$ cat src/rtl/systolic_pe_mac.sv
// systolic_pe_mac: weight-stationary processing element for the systolic array.
// Signed fixed-point MAC (ans = c_in + a_in * w_active), activations west->east,
// partial sums north->south. Weights shift down a column chain into a shadow
// register and are promoted to the active register on switch.
// Build option: define SYSTOLIC_PE_SATURATE_EN for a saturating sum with a
// sticky ovf flag; otherwise the sum wraps and ovf is tied low.
module systolic_pe_mac #(
  parameter int unsigned DW = 8,
  parameter int unsigned AW = 24
) (
  input  logic          clk,
  input  logic          rst_n,
  input  logic [DW-1:0] a_in,
  input  logic          a_valid_in,
  input  logic [DW-1:0] b_in,
  input  logic          b_load_in,
  input  logic          switch,
  input  logic [AW-1:0] c_in,
  output logic [DW-1:0] a_out,
  output logic          a_valid_out,
  output logic [DW-1:0] b_out,
  output logic          b_load_out,
  output logic [AW-1:0] ans,
  output logic          ans_valid,
  output logic [DW-1:0] w_active,
  output logic          ovf
);

  if (AW < 2 * DW) begin : g_bad_width
    $error("systolic_pe_mac: AW must be at least 2*DW");
  end

  logic [DW-1:0] a_out_q, b_out_q, shadow_q, w_active_q;
  logic          a_valid_out_q, b_load_out_q, ans_valid_q;
  logic [AW-1:0] ans_q;

  // Full-precision signed product, sign-extended to the partial-sum width.
  logic signed [2*DW-1:0] prod;
  logic signed [AW-1:0]   prod_ext;
  logic        [AW-1:0]   sum;

  assign prod     = $signed(a_in) * $signed(w_active_q);
  assign prod_ext = AW'(prod);

`ifdef SYSTOLIC_PE_SATURATE_EN
  localparam int unsigned SW = AW + 1;

  logic signed [AW:0] sum_wide;
  logic               sum_ovf;
  logic               ovf_q;

  // One guard bit detects overflow; clamp toward the sign of the true result.
  always_comb begin
    sum_wide = SW'($signed(c_in)) + SW'(prod_ext);
    sum_ovf  = sum_wide[AW] ^ sum_wide[AW-1];
    if (sum_ovf) begin
      sum = sum_wide[AW] ? {1'b1, {(AW-1){1'b0}}} : {1'b0, {(AW-1){1'b1}}};
    end else begin
      sum = sum_wide[AW-1:0];
    end
  end

  // Sticky overflow flag, cleared only by reset.
  always_ff @(posedge clk or negedge rst_n) begin
    if (!rst_n) begin
      ovf_q <= 1'b0;
    end else if (a_valid_in && sum_ovf) begin
      ovf_q <= 1'b1;
    end
  end

  assign ovf = ovf_q;
`else
  // Wrapping sum modulo 2^AW.
  assign sum = c_in + prod_ext;
  assign ovf = 1'b0;
`endif

  // MAC and activation path: data holds when not valid, qualifiers follow a_valid_in.
  always_ff @(posedge clk or negedge rst_n) begin
    if (!rst_n) begin
      ans_q         <= '0;
      ans_valid_q   <= 1'b0;
      a_out_q       <= '0;
      a_valid_out_q <= 1'b0;
    end else begin
      ans_valid_q   <= a_valid_in;
      a_valid_out_q <= a_valid_in;
      if (a_valid_in) begin
        ans_q   <= sum;
        a_out_q <= a_in;
      end
    end
  end

  // Weight chain and shadow->active swap; both read the pre-edge shadow, so a
  // simultaneous load and switch loses no beat.
  always_ff @(posedge clk or negedge rst_n) begin
    if (!rst_n) begin
      shadow_q     <= '0;
      b_out_q      <= '0;
      b_load_out_q <= 1'b0;
      w_active_q   <= '0;
    end else begin
      b_load_out_q <= b_load_in;
      if (b_load_in) begin
        shadow_q <= b_in;
        b_out_q  <= shadow_q;
      end
      if (switch) begin
        w_active_q <= shadow_q;
      end
    end
  end

  assign a_out       = a_out_q;
  assign a_valid_out = a_valid_out_q;
  assign b_out       = b_out_q;
  assign b_load_out  = b_load_out_q;
  assign ans         = ans_q;
  assign ans_valid   = ans_valid_q;
  assign w_active    = w_active_q;

endmodule
$ cat config.mk
export PLATFORM = sky130hd
export DESIGN_NAME = systolic_pe_mac
export DESIGN_NICKNAME = d
export VERILOG_FILES = /design/src/rtl/systolic_pe_mac.sv
export SDC_FILE = /design/constraint.sdc
export NUM_CORES = 1
export LEC_CHECK = 0
export ABC_AREA = 1
export CAP_MARGIN = 40
export CORE_UTILIZATION = 60
export DETAILED_ROUTE_END_ITERATION = 7
export GPL_TIMING_DRIVEN = 0
export PLACE_DENSITY = 0.88
export SYNTH_ARGS = -nofsm -noshare
export SYNTH_HDL_FRONTEND = slang
export SYNTH_SLANG_ARGS = --single-unit
$ cat constraint.sdc
create_clock -name clk -period 13 [get_ports clk]
set_input_delay 2.6 -clock clk [delete_from_list [all_inputs] [get_ports clk]]
set_output_delay 2.6 -clock clk [all_outputs]
set_load 0.01 [all_outputs]
Word level (Yosys, flattened, before mapping)
Cells that the tools add are included.

operators by class
  add/subtract/negate cells = 1
  multipliers = 1

operator list
  operator                    count
  adder 24 bit                1
  multiplier 8 x 8 -> 16 bit  1

storage, ports and cells
  register bits = 58
  input bits = 45
  output and inout port bits = 52
  logic and storage cells = 9

Longest topological paths before layout
  depth after elaboration = 2
  mapped depth = 35
  gate-level depth less buffers = 34

Worst setup path after synthesis
Ideal clock, no wire load.

  path kind = input to register
  start = in a_in[7]
  end = reg ans_q[23] (netlist: ans[23])
  setup time = 117 ps
  arrival = 7521 ps
  data required time = 12883 ps
  setup slack = 5362 ps
  cell stages on the path = 32
  buffers on the path = 1
  cells stage by stage = clkbuf_1 nand2_1 inv_1 fa_1 inv_1 fa_1 inv_1 fa_1 inv_1 fa_1 inv_1 ha_1 nand2_1 nor2_1 nand2_1 nor2_1 nor2_1 nand2_1 nand2_1 ha_1 nand2_1 inv_1 nand2_1 nand2_1 a21oi_1 nand3_1 nand2_1 nand2_1 inv_1 nand2_1 nand3_1 nand2_1

between the ends
  word-level cells in the longest chain between the ends = 2

ends and longest elaborated chain
  what                        RTL line  RTL
  from (decl)                 13        input logic [DW-1:0] a_in,
  multiplier 8 x 8 -> 16 bit  42        assign prod = $signed(a_in) * $signed(w_active_q);
  adder 24 bit                75        assign sum = c_in + prod_ext;
  to (signal assigned)        90        ans_q <= sum;
  to (decl)                   35        logic [AW-1:0] ans_q;

Every way passes these cells.
A chain may end at the register's enable or synchronous reset.

Worst setup path in the final report
  start = in a_in[7]
  end = reg ans_q[16] (netlist: ans[16])

Same word-level chain as after synthesis.

==> impl_results.md <==
* Drt via density at 5.21
* Number of standard cells in the final layout excluding fillers at 1097
* Maximum number of pins on one net before global-route repair at 37
* Syn Std Cell Area at 6240 sq um
* Chip width at 104 um
* Cell count after placement at 1081
* Run status: finished, final reports clean
* Global-route usage over all layers at 28.9%
* DRC violations left at 0
* First-iteration detailed-routing DRC count at 366
* Count of port buffers added during placement at 86
* Count of cells resized by post-cts repair at 0
* Weighted congestion reported at the end of routability-driven placement at 0.938
* Number of buffers added to fix hold violations after cts at 0
* Starting Density at 63.0%
* Average wire per cell in the routed design at 13.0 um
* Warnings, synthesis at 0
* First-pass iteration count of the detailed router at 5
* Worst setup path category: in -> reg
* Main combinational cell family by area after synthesis: adder cells
* Post-Synth Simple-Gate Area at 23.3%
* Startpoint type of the worst setup path: input port
* Synthesized netlist cell count at 861
* CTS sink count at 58
* Final instance area at 7460 sq um
* Vias in the first global route at 5726
* Portion of netlist area occupied by mux cells at 0%
* Combined area of the multi-input logic cells at 3960 sq um
* Post-synth EDFFs at 0
* Grt total ovfl at 0
* Total cell area at the placement stage at 7280 sq um
* Filler cell count at 770
* Number of antenna violations at the first check in global routing at 0
* Register area at 1450 sq um
* Core box area at 9910 sq um
* Min Tclk post-route at 8.02 ns
* Worst-Margin Slew at 0.542 ns
* Number of distinct library cell variants in the gate-level netlist after synthesis at 36
* Share of final-layout standard cells stronger than drive strength 1 at 3.63%
* Worst Hold Class: reg -> reg
* Final critical-path share of the clock period at 61.7%
* Pins over their slew limit at 0
* Ant diodes at 0
* Relative slew margins at 63.8%
* Height of the die at 104 um
* Largest clock skew in the final design at 0.0246 ns
* Number of storage elements in the synthesis netlist at 58
* Remaining antenna violation count at 0
* Synthesis-to-finish area growth at 19.6%
* Peak Freq at 0.125 GHz
* Proportion of synthesized chip area in sequential cells at 23.3%
* Fraction of registers with async set/reset at 100%
* Root Buffer Master: sky130_fd_sc_hd__clkbuf_8
* Biggest fanout along the worst timing path at 10
* Number of clock buffers inserted by TritonCTS at 9
* Aggregate negative setup slack at 0 ns
* Share of the synthesized area in compound gates (AO/OA/AOI/OAI) at 8.70%
* CP Data Required Time at 13.22 ns
* Final Net Count at 1114
* Wire length of the first global-routing pass at 25100 um
* Total number of vias at 5712
* Half-perimeter wire length of the detailed placement result at 11700 um
* Net count of the mapped netlist at 1016
* Num rows at 36
* Clock tree from TritonCTS: built
* Clock-pin slew on the worst setup and hold paths at 0.08 ns
* Setup violation total in the final timing report at 0
* Detailed Route WL at 14300 um
* Crit path capture type: flip-flop
* Arrival time at the worst endpoint at 8.25 ns
* H-tree level count at 3
* Hold Violations, Final at 0
* Worst-Skew Late Latency at 0.36 ns
* Fraction of the mapped netlist area in adder cells at 28.8%
* Post-CTS Setup Inserts at 0
* I/O pin cnt at 97
* Overall die area at 10800 sq um
* RSZ-0062 raised after global routing: false
* Most common flop cell mapped by yosys: sky130_fd_sc_hd__dfrtp_1
* Per-instance average area after synthesis at 7.25 sq um
* Clk buf depth at 2
* Maxcap violations at 0
* XOR/XNOR Fraction of Synth Area at 2.53%
stage by stage:
stage	hold slack (ns)	utilization (%)	setup WS, ns
5_1_grt	0.503	75.3	4.45
6_report	0.472	75.3	4.98
3_5_place_dp	0.458	73.5	4.60
2_1_floorplan	0.453	-	5.36
4_1_cts	0.477	75.3	4.99
3_3_place_gp	0.452	73.4	4.72
synthesized netlist by cell type (3+ instances only):
master / instances / area (sq um)
sky130_fd_sc_hd__o21bai_1: 3 / 22.5
sky130_fd_sc_hd__a31oi_1: 9 / 56.3
sky130_fd_sc_hd__xnor2_1: 10 / 87.6
sky130_fd_sc_hd__inv_1: 190 / 713
sky130_fd_sc_hd__nand2_1: 244 / 916
sky130_fd_sc_hd__nor2_1: 56 / 210
sky130_fd_sc_hd__clkbuf_1: 25 / 93.8
sky130_fd_sc_hd__a21oi_1: 46 / 230
sky130_fd_sc_hd__nand3b_1: 4 / 30.0
sky130_fd_sc_hd__nand4_1: 11 / 68.8
sky130_fd_sc_hd__or2_2: 3 / 18.8
sky130_fd_sc_hd__xor2_1: 8 / 70.1
sky130_fd_sc_hd__ha_1: 54 / 676
sky130_fd_sc_hd__nand2_2: 4 / 25.0
sky130_fd_sc_hd__o21ai_0: 30 / 150
sky130_fd_sc_hd__dfrtp_1: 58 / 1450
sky130_fd_sc_hd__fa_1: 56 / 1120
sky130_fd_sc_hd__nand3_1: 28 / 140
state kept, by name (all words and copies together), names as in the netlist:
register / count
shadow_q: 8
ans: 24
ans_valid: 1
b_out: 8
w_active: 8
a_out: 8
b_load_out: 1
metal layers:
layer	track usage, %	vias to the layer above	part of all wire, %
met3	5.83	28	6.7
met4	8.98	0	2.1
met2	48.3	182	47
li1	-	2801	-
met1	37.7	2701	44
met5	0	-	0
final timing paths:
kind | startpoint | endpoint | slack, ns | depth (start not counted)
min in group asynchronous | rst_n | ans[6] | 2.21 | 1
worst max register to register | w_active[2] | ans[16] | 6.86 | 26
worst min register to register | ans[0] | ans[0] | 0.47 | 2
worst max-delay path | a_in[7] | ans[16] | 4.98 | 26
max in group asynchronous | rst_n | ans[15] | 10.21 | 2
worst min-delay path | ans[0] | ans[0] | 0.47 | 2
worst max-delay path, stage by stage:
cell and delay [ns]:
sky130_fd_sc_hd__clkbuf_1 0.22, sky130_fd_sc_hd__nand2_1 0.20, sky130_fd_sc_hd__inv_1 0.10, sky130_fd_sc_hd__fa_1 0.61, sky130_fd_sc_hd__inv_1 0.16, sky130_fd_sc_hd__fa_1 0.55, sky130_fd_sc_hd__inv_1 0.05, sky130_fd_sc_hd__fa_1 0.53
sky130_fd_sc_hd__inv_1 0.05, sky130_fd_sc_hd__fa_1 0.53, sky130_fd_sc_hd__inv_1 0.04, sky130_fd_sc_hd__ha_1 0.37, sky130_fd_sc_hd__nand2_1 0.07, sky130_fd_sc_hd__nor2_1 0.17, sky130_fd_sc_hd__nand2_1 0.07, sky130_fd_sc_hd__nor2_1 0.11
sky130_fd_sc_hd__nor2_1 0.06, sky130_fd_sc_hd__nand2_1 0.06, sky130_fd_sc_hd__nand2_1 0.23, sky130_fd_sc_hd__ha_1 0.44, sky130_fd_sc_hd__a21oi_1 0.18, sky130_fd_sc_hd__o21ai_0 0.15, sky130_fd_sc_hd__a21oi_1 0.15, sky130_fd_sc_hd__nand2_1 0.11
sky130_fd_sc_hd__xnor2_1 0.29, sky130_fd_sc_hd__o21ai_0 0.12
layout make-up:
type	instances	share of cell area [%]
clock buffer	10	1.84
sequential	58	19.4
buffer	28	1.56
clock inverter	6	0.553
inverter	191	9.61
timing repair buffer	87	11.7
tap	133	2.23
multi-input combinational	584	53.0
cell usage in the layout, fill, tap and decap left out, types with 10 or more instances in the layout:
cell type / netlist / final
sky130_fd_sc_hd__a21oi_1: 46 / 46
sky130_fd_sc_hd__clkbuf_1: 25 / 25
sky130_fd_sc_hd__clkbuf_8: 0 / 10
sky130_fd_sc_hd__clkdlybuf4s50_1: 0 / 85
sky130_fd_sc_hd__dfrtp_1: 58 / 58
sky130_fd_sc_hd__fa_1: 56 / 56
sky130_fd_sc_hd__ha_1: 54 / 54
sky130_fd_sc_hd__inv_1: 190 / 190
sky130_fd_sc_hd__nand2_1: 244 / 244
sky130_fd_sc_hd__nand3_1: 28 / 28
sky130_fd_sc_hd__nand4_1: 11 / 11
sky130_fd_sc_hd__nor2_1: 56 / 56
sky130_fd_sc_hd__o21ai_0: 30 / 30
sky130_fd_sc_hd__xnor2_1: 10 / 10
cell families after synthesis:
group | count (synthesis)
AO/OA/AOI/OAI | 97
XOR/XNOR | 18
adder cells (fa/ha/maj) | 110
buffers and inverters | 219
flip-flops | 58
other | 1
AND/OR/NAND/NOR | 358
Power is left out: the tool's default activity adds up to more than one toggle a clock period on the data nets, which glitch-free logic cannot reach.
==> edit 1: new RTL, same flow settings <==
The output `a_valid_out` loses its register stage (`a_valid_out_q` becomes a continuous assignment).
--- a/src/rtl/systolic_pe_mac.sv
+++ b/src/rtl/systolic_pe_mac.sv
@@ -83,8 +83,6 @@
       ans_valid_q   <= 1'b0;
       a_out_q       <= '0;
-      a_valid_out_q <= 1'b0;
     end else begin
       ans_valid_q   <= a_valid_in;
-      a_valid_out_q <= a_valid_in;
       if (a_valid_in) begin
         ans_q   <= sum;
@@ -93,4 +91,6 @@
     end
   end
+
+  assign a_valid_out_q = a_valid_in;
 
   // Weight chain and shadow->active swap; both read the pre-edge shadow, so a
Formal check against the unedited RTL: not equivalent (Yosys sat finds a counterexample within 4 cycles, from zero or initial values and one cycle with rst_n low).
==> edit 1 against the unedited design <==
Critical path type unchanged; via count decreased by 0.19%; cell count shrank 1.8%; sequential cell count stayed put; die area down 0.65%; cell area fell by 0.39%; non-clock buffer count did not move; largest cell class unchanged; setup slack got worse by 0.16 ns; wire length up 1.7%; critical endpoint is now ans[17]$_DFFE_PN0P_; count of clock-buffer cells in the layout increased by 1; area after synthesis down 0.66%.
Power is not shown: default switching activity piles up to over one toggle a cycle in this logic, so the estimate is an artifact.
==> edit 1: results (changes against the unedited design) <==
[timing]
finalClockSkew_ns=0.006940  ; -0.01768 ns
worstMarginPinSlew_ns=0.5510  ; +0.008488 ns

[finish]
multi_input_area_share=0.5300  ; about the same
n_clock_buffer=11  ; +1
diodes=0  ; unchanged
drive_above_1_share=0.03496  ; -0.001349
area_delta_synth_final_pct=19.90
nonClkBufAreaFrac=0.1333  ; +0.0003462
seq_area_frac=0.1952  ; +0.0007528
multi_input_gates=572  ; -2.1%
nFillCells=723  ; -6.1%
nNonClkInverters=185  ; -3.1%
clk_share=0.02575  ; +0.001776
nets=1096  ; -1.6%
largest_register_ffs=24  ; unchanged

[grt]
grt_max_degree=38  ; +2.7%
grt_pass1_wl_um=25000  ; -0.55%
grt_pass1_vias=5770  ; +0.77%
grt.total_usage=0.2883  ; -0.0004160

[route]
initialDrtViolationCount=345  ; -5.7%
detail_route.vias_per_cell=5.293  ; +1.7%
dr_total_vias=5701  ; -0.19%
wl_per_cell_um=13.52  ; +3.6%

[logic_synthesis]
ys_types=34  ; -5.6%
synth_nets=998  ; -1.8%
synth_area_leaders=dfrtp_1 23%, fa_1 18%, nand2_1 14%
synthTopCellsByCount=224 x nand2_1, 184 x inv_1, 58 x dfrtp_1
synthCells=843  ; -2.1%
ys_seq_area_frac=0.2341  ; +0.001548
synthAdderAreaFrac=0.2897  ; +0.001917
synthXorXnorAreaFrac=0.02825  ; +0.002993
synth_compound_area_frac=0.09645  ; +0.009457

[worst_setup_path]
cp-startpoint=a_in[7]
cp_max_fo=9  ; -1
r2r_start=w_active[3]$_DFFE_PN0P_
path_delay_family=adder cells
critPathArrivalTime_ns=8.42  ; +0.17 ns
slowest_delay_ns=0.63  ; +0.02 ns

[place]
dp_hpwl_um=11740  ; +0.44%
dp_slack_ns=4.570  ; -0.03188 ns
placed_cell_area_um2=7243  ; -0.57%
globalplace.congestion=0.9830  ; +4.8%

[cts]
clk_latency_ns=0.34  ; -0.02 ns

[worst_hold_path]
hold_path_startpoint=a_out[1]$_DFFE_PN0P_

[run_status]
status=finished clean

-- edit 1: per-layer routing --
layer / wire, µm / GRT usage / vias to the layer above
met5: 0 / 0 / -
met1: 6083 / 0.3629 / 2670
met3: 945 / 0.03902 / 46
met2: 7026 / 0.4904 / 223
met4: 500 / 0.1408 / 0
li1: - / - / 2762
-- edit 1: worst paths after layout --
kind / end / slack (ns) / depth (start not counted)
max reg2reg: ans[17]$_DFFE_PN0P_ / 6.72 / 28
min in group asynchronous: b_out[5]$_DFFE_PN0P_ / 2.24 / 1
max: ans[17]$_DFFE_PN0P_ / 4.81 / 28
max in group asynchronous: ans[4]$_DFFE_PN0P_ / 10.18 / 2
min reg2reg: a_out[1]$_DFFE_PN0P_ / 0.47 / 2
min: a_out[1]$_DFFE_PN0P_ / 0.47 / 2
==> edit 2: new RTL, config.mk and constraints unchanged <==
Made on the original files. Add a define of `SYSTOLIC_PE_SATURATE_EN`.
--- a/src/rtl/systolic_pe_mac.sv
+++ b/src/rtl/systolic_pe_mac.sv
@@ -5,4 +5,6 @@
 // Build option: define SYSTOLIC_PE_SATURATE_EN for a saturating sum with a
 // sticky ovf flag; otherwise the sum wraps and ovf is tied low.
+`define SYSTOLIC_PE_SATURATE_EN
+
 module systolic_pe_mac #(
   parameter int unsigned DW = 8,
Behaviour: not the same (Yosys sat finds a counterexample within 4 cycles, from zero or initial values and one cycle with rst_n low).
==> edit 2 against the unedited design <==
Non-clock buffer count up 2; sequential cell count rose by 1; wire length rose by 13%; setup slack better by 0.28 ns; critical path depth fell by 1; clock skew down 0.020 ns; count of clock-buffer cells in the layout unchanged; fmax rose by 3.6%; largest cell class unchanged; synthesized cell count is 2.0% lower; sequential share of layout area fell by 2.0 points; cell area up 14%; highest routed layer unchanged; die area grew 14%; area after synthesis grew 14%.
Power is left out: the tool's default activity adds up to more than one toggle a clock period on the data nets, which glitch-free logic cannot reach.
==> edit 2: results (changes against the unedited design) <==
[worst_setup_path]
slowest_delay_ns=0.76  ; +0.15 ns
cp_max_fo=10  ; unchanged
critPathArrivalTime_ns=7.96  ; -0.29 ns

[run_status]
status=finished clean

[logic_synthesis]
dominantRegCellSynth=dfrtp_1
synth_warnings=0  ; unchanged
synth_area_leaders=fa_1 30%, dfrtp_1 21%, nand2_1 12%
ys_seq_area_frac=0.2078  ; -0.02469
synth_nets=1053  ; +3.6%
ys_types=34  ; -5.6%
synthTopCellsByCount=226 x nand2_1, 174 x inv_1, 108 x fa_1
synthArstFlopShare=1.000  ; unchanged

[grt]
grt.total_usage=0.2929  ; +0.004151
grt_pass1_wl_um=28680  ; +14%
grt_max_degree=33  ; -11%
grt_pass1_vias=6234  ; +8.9%

[cts]
clk_latency_ns=0.33  ; -0.03 ns
cts-root-buf=clkbuf_16
cts.repair.resized=0  ; unchanged
cts_setup_buffers=0  ; unchanged
clk_pin_slew_ns=0.05  ; -0.03 ns

[finish]
nFillCells=815  ; +5.8%
nets=1153  ; +3.5%
largest_register_ffs=24  ; unchanged
drive_above_1_share=0.06646  ; +0.03015
diodes=0  ; unchanged

[timing]
relSlewSlack=0.4561  ; -0.1822
finalClockSkew_ns=0.004348  ; -0.02027 ns

[route]
dr_total_vias=5715  ; +0.053%
dr.pass1.iters=6  ; +1
initialDrtViolationCount=424  ; +16%
wl_um=16130  ; +13%

[place]
dp_hpwl_um=13110  ; +12%
globalplace.congestion=0.8950  ; -4.6%
numPortBuffers=87  ; +1.2%

[worst_hold_path]
hold_path_startpoint=a_out[0]$_DFFE_PN0P_

==> edit 2: cell count changes after synthesis, moves of 5 or more <==
cell / unedited run / this run
nand3_1: 28 / 10
o21ai_1: 1 / 7
inv_2: 0 / 5
o21ai_0: 30 / 16
xnor2_1: 10 / 5
nor2_1: 56 / 45
nand2_2: 4 / 10
a31oi_1: 9 / 0
inv_1: 190 / 174
fa_1: 56 / 108
nand2_1: 244 / 226
==> edit 2: cell families (layout without fill, tap and decap cells) <==
logic type | after synthesis | in the layout | share of synthesized area
AOI/OAI and AO/OA | 74 | 74 | 0.05741
adders and majority gates | 164 | 164 | 0.4030
xor gates and xnor gates | 17 | 17 | 0.02096
buffers and inverters | 207 | 311 | 0.1148
and+or+nand+nor | 323 | 323 | 0.1960
DFF | 59 | 59 | 0.2078
==> edit 2: area by class of cell <==
class / count / area [µm²] / area share
flip-flops and latches: 59 / 1476 / 0.1741
repair buffers: 89 / 913.4 / 0.1077
clock inverters: 5 / 55.05 / 0.006492
inverters: 179 / 671.9 / 0.07923
well taps: 143 / 178.9 / 0.02110
multi-input cells: 578 / 4812 / 0.5674
plain buffers: 28 / 143.9 / 0.01697
clock buffers: 10 / 229.0 / 0.02700
==> edit 2: metal layers <==
metal	track usage	wire [µm]	share of wire	vias to the layer above
met4	0.1058	435	0.027	0
met5	0	0	0	-
met2	0.5271	8374	0.52	205
met1	0.3513	6450	0.40	2751
met3	0.05139	872	0.054	43
li1	-	-	-	2716
==> edit 2: stage by stage <==
stage | cells | utilization | instance area [µm²] | worst slack (ns) | hold slack [ns]
3_3_place_gp | 1074 | 0.7111 | 8154 | 5.024 | 0.4524
6_report | 1091 | 0.7396 | 8481 | 5.260 | 0.4668
3_5_place_dp | 1076 | 0.7148 | 8197 | 5.007 | 0.4576
4_1_cts | 1091 | 0.7396 | 8481 | 5.289 | 0.4710
2_1_floorplan | 844 | - | 7104 | 5.505 | 0.4530
5_1_grt | 1091 | 0.7396 | 8481 | 4.840 | 0.4861
==> edit 2: path summary, 6_finish.rpt <==
kind,end,slack (ns),depth (start not counted)
max in group asynchronous,ans[19]$_DFFE_PN0P_,10.12,2
min reg2reg,a_out[0]$_DFFE_PN0P_,0.47,2
min,a_out[0]$_DFFE_PN0P_,0.47,2
min in group asynchronous,a_out[5]$_DFFE_PN0P_,2.28,1
max reg2reg,ans[19]$_DFFE_PN0P_,7.12,25
max,ans[19]$_DFFE_PN0P_,5.26,25
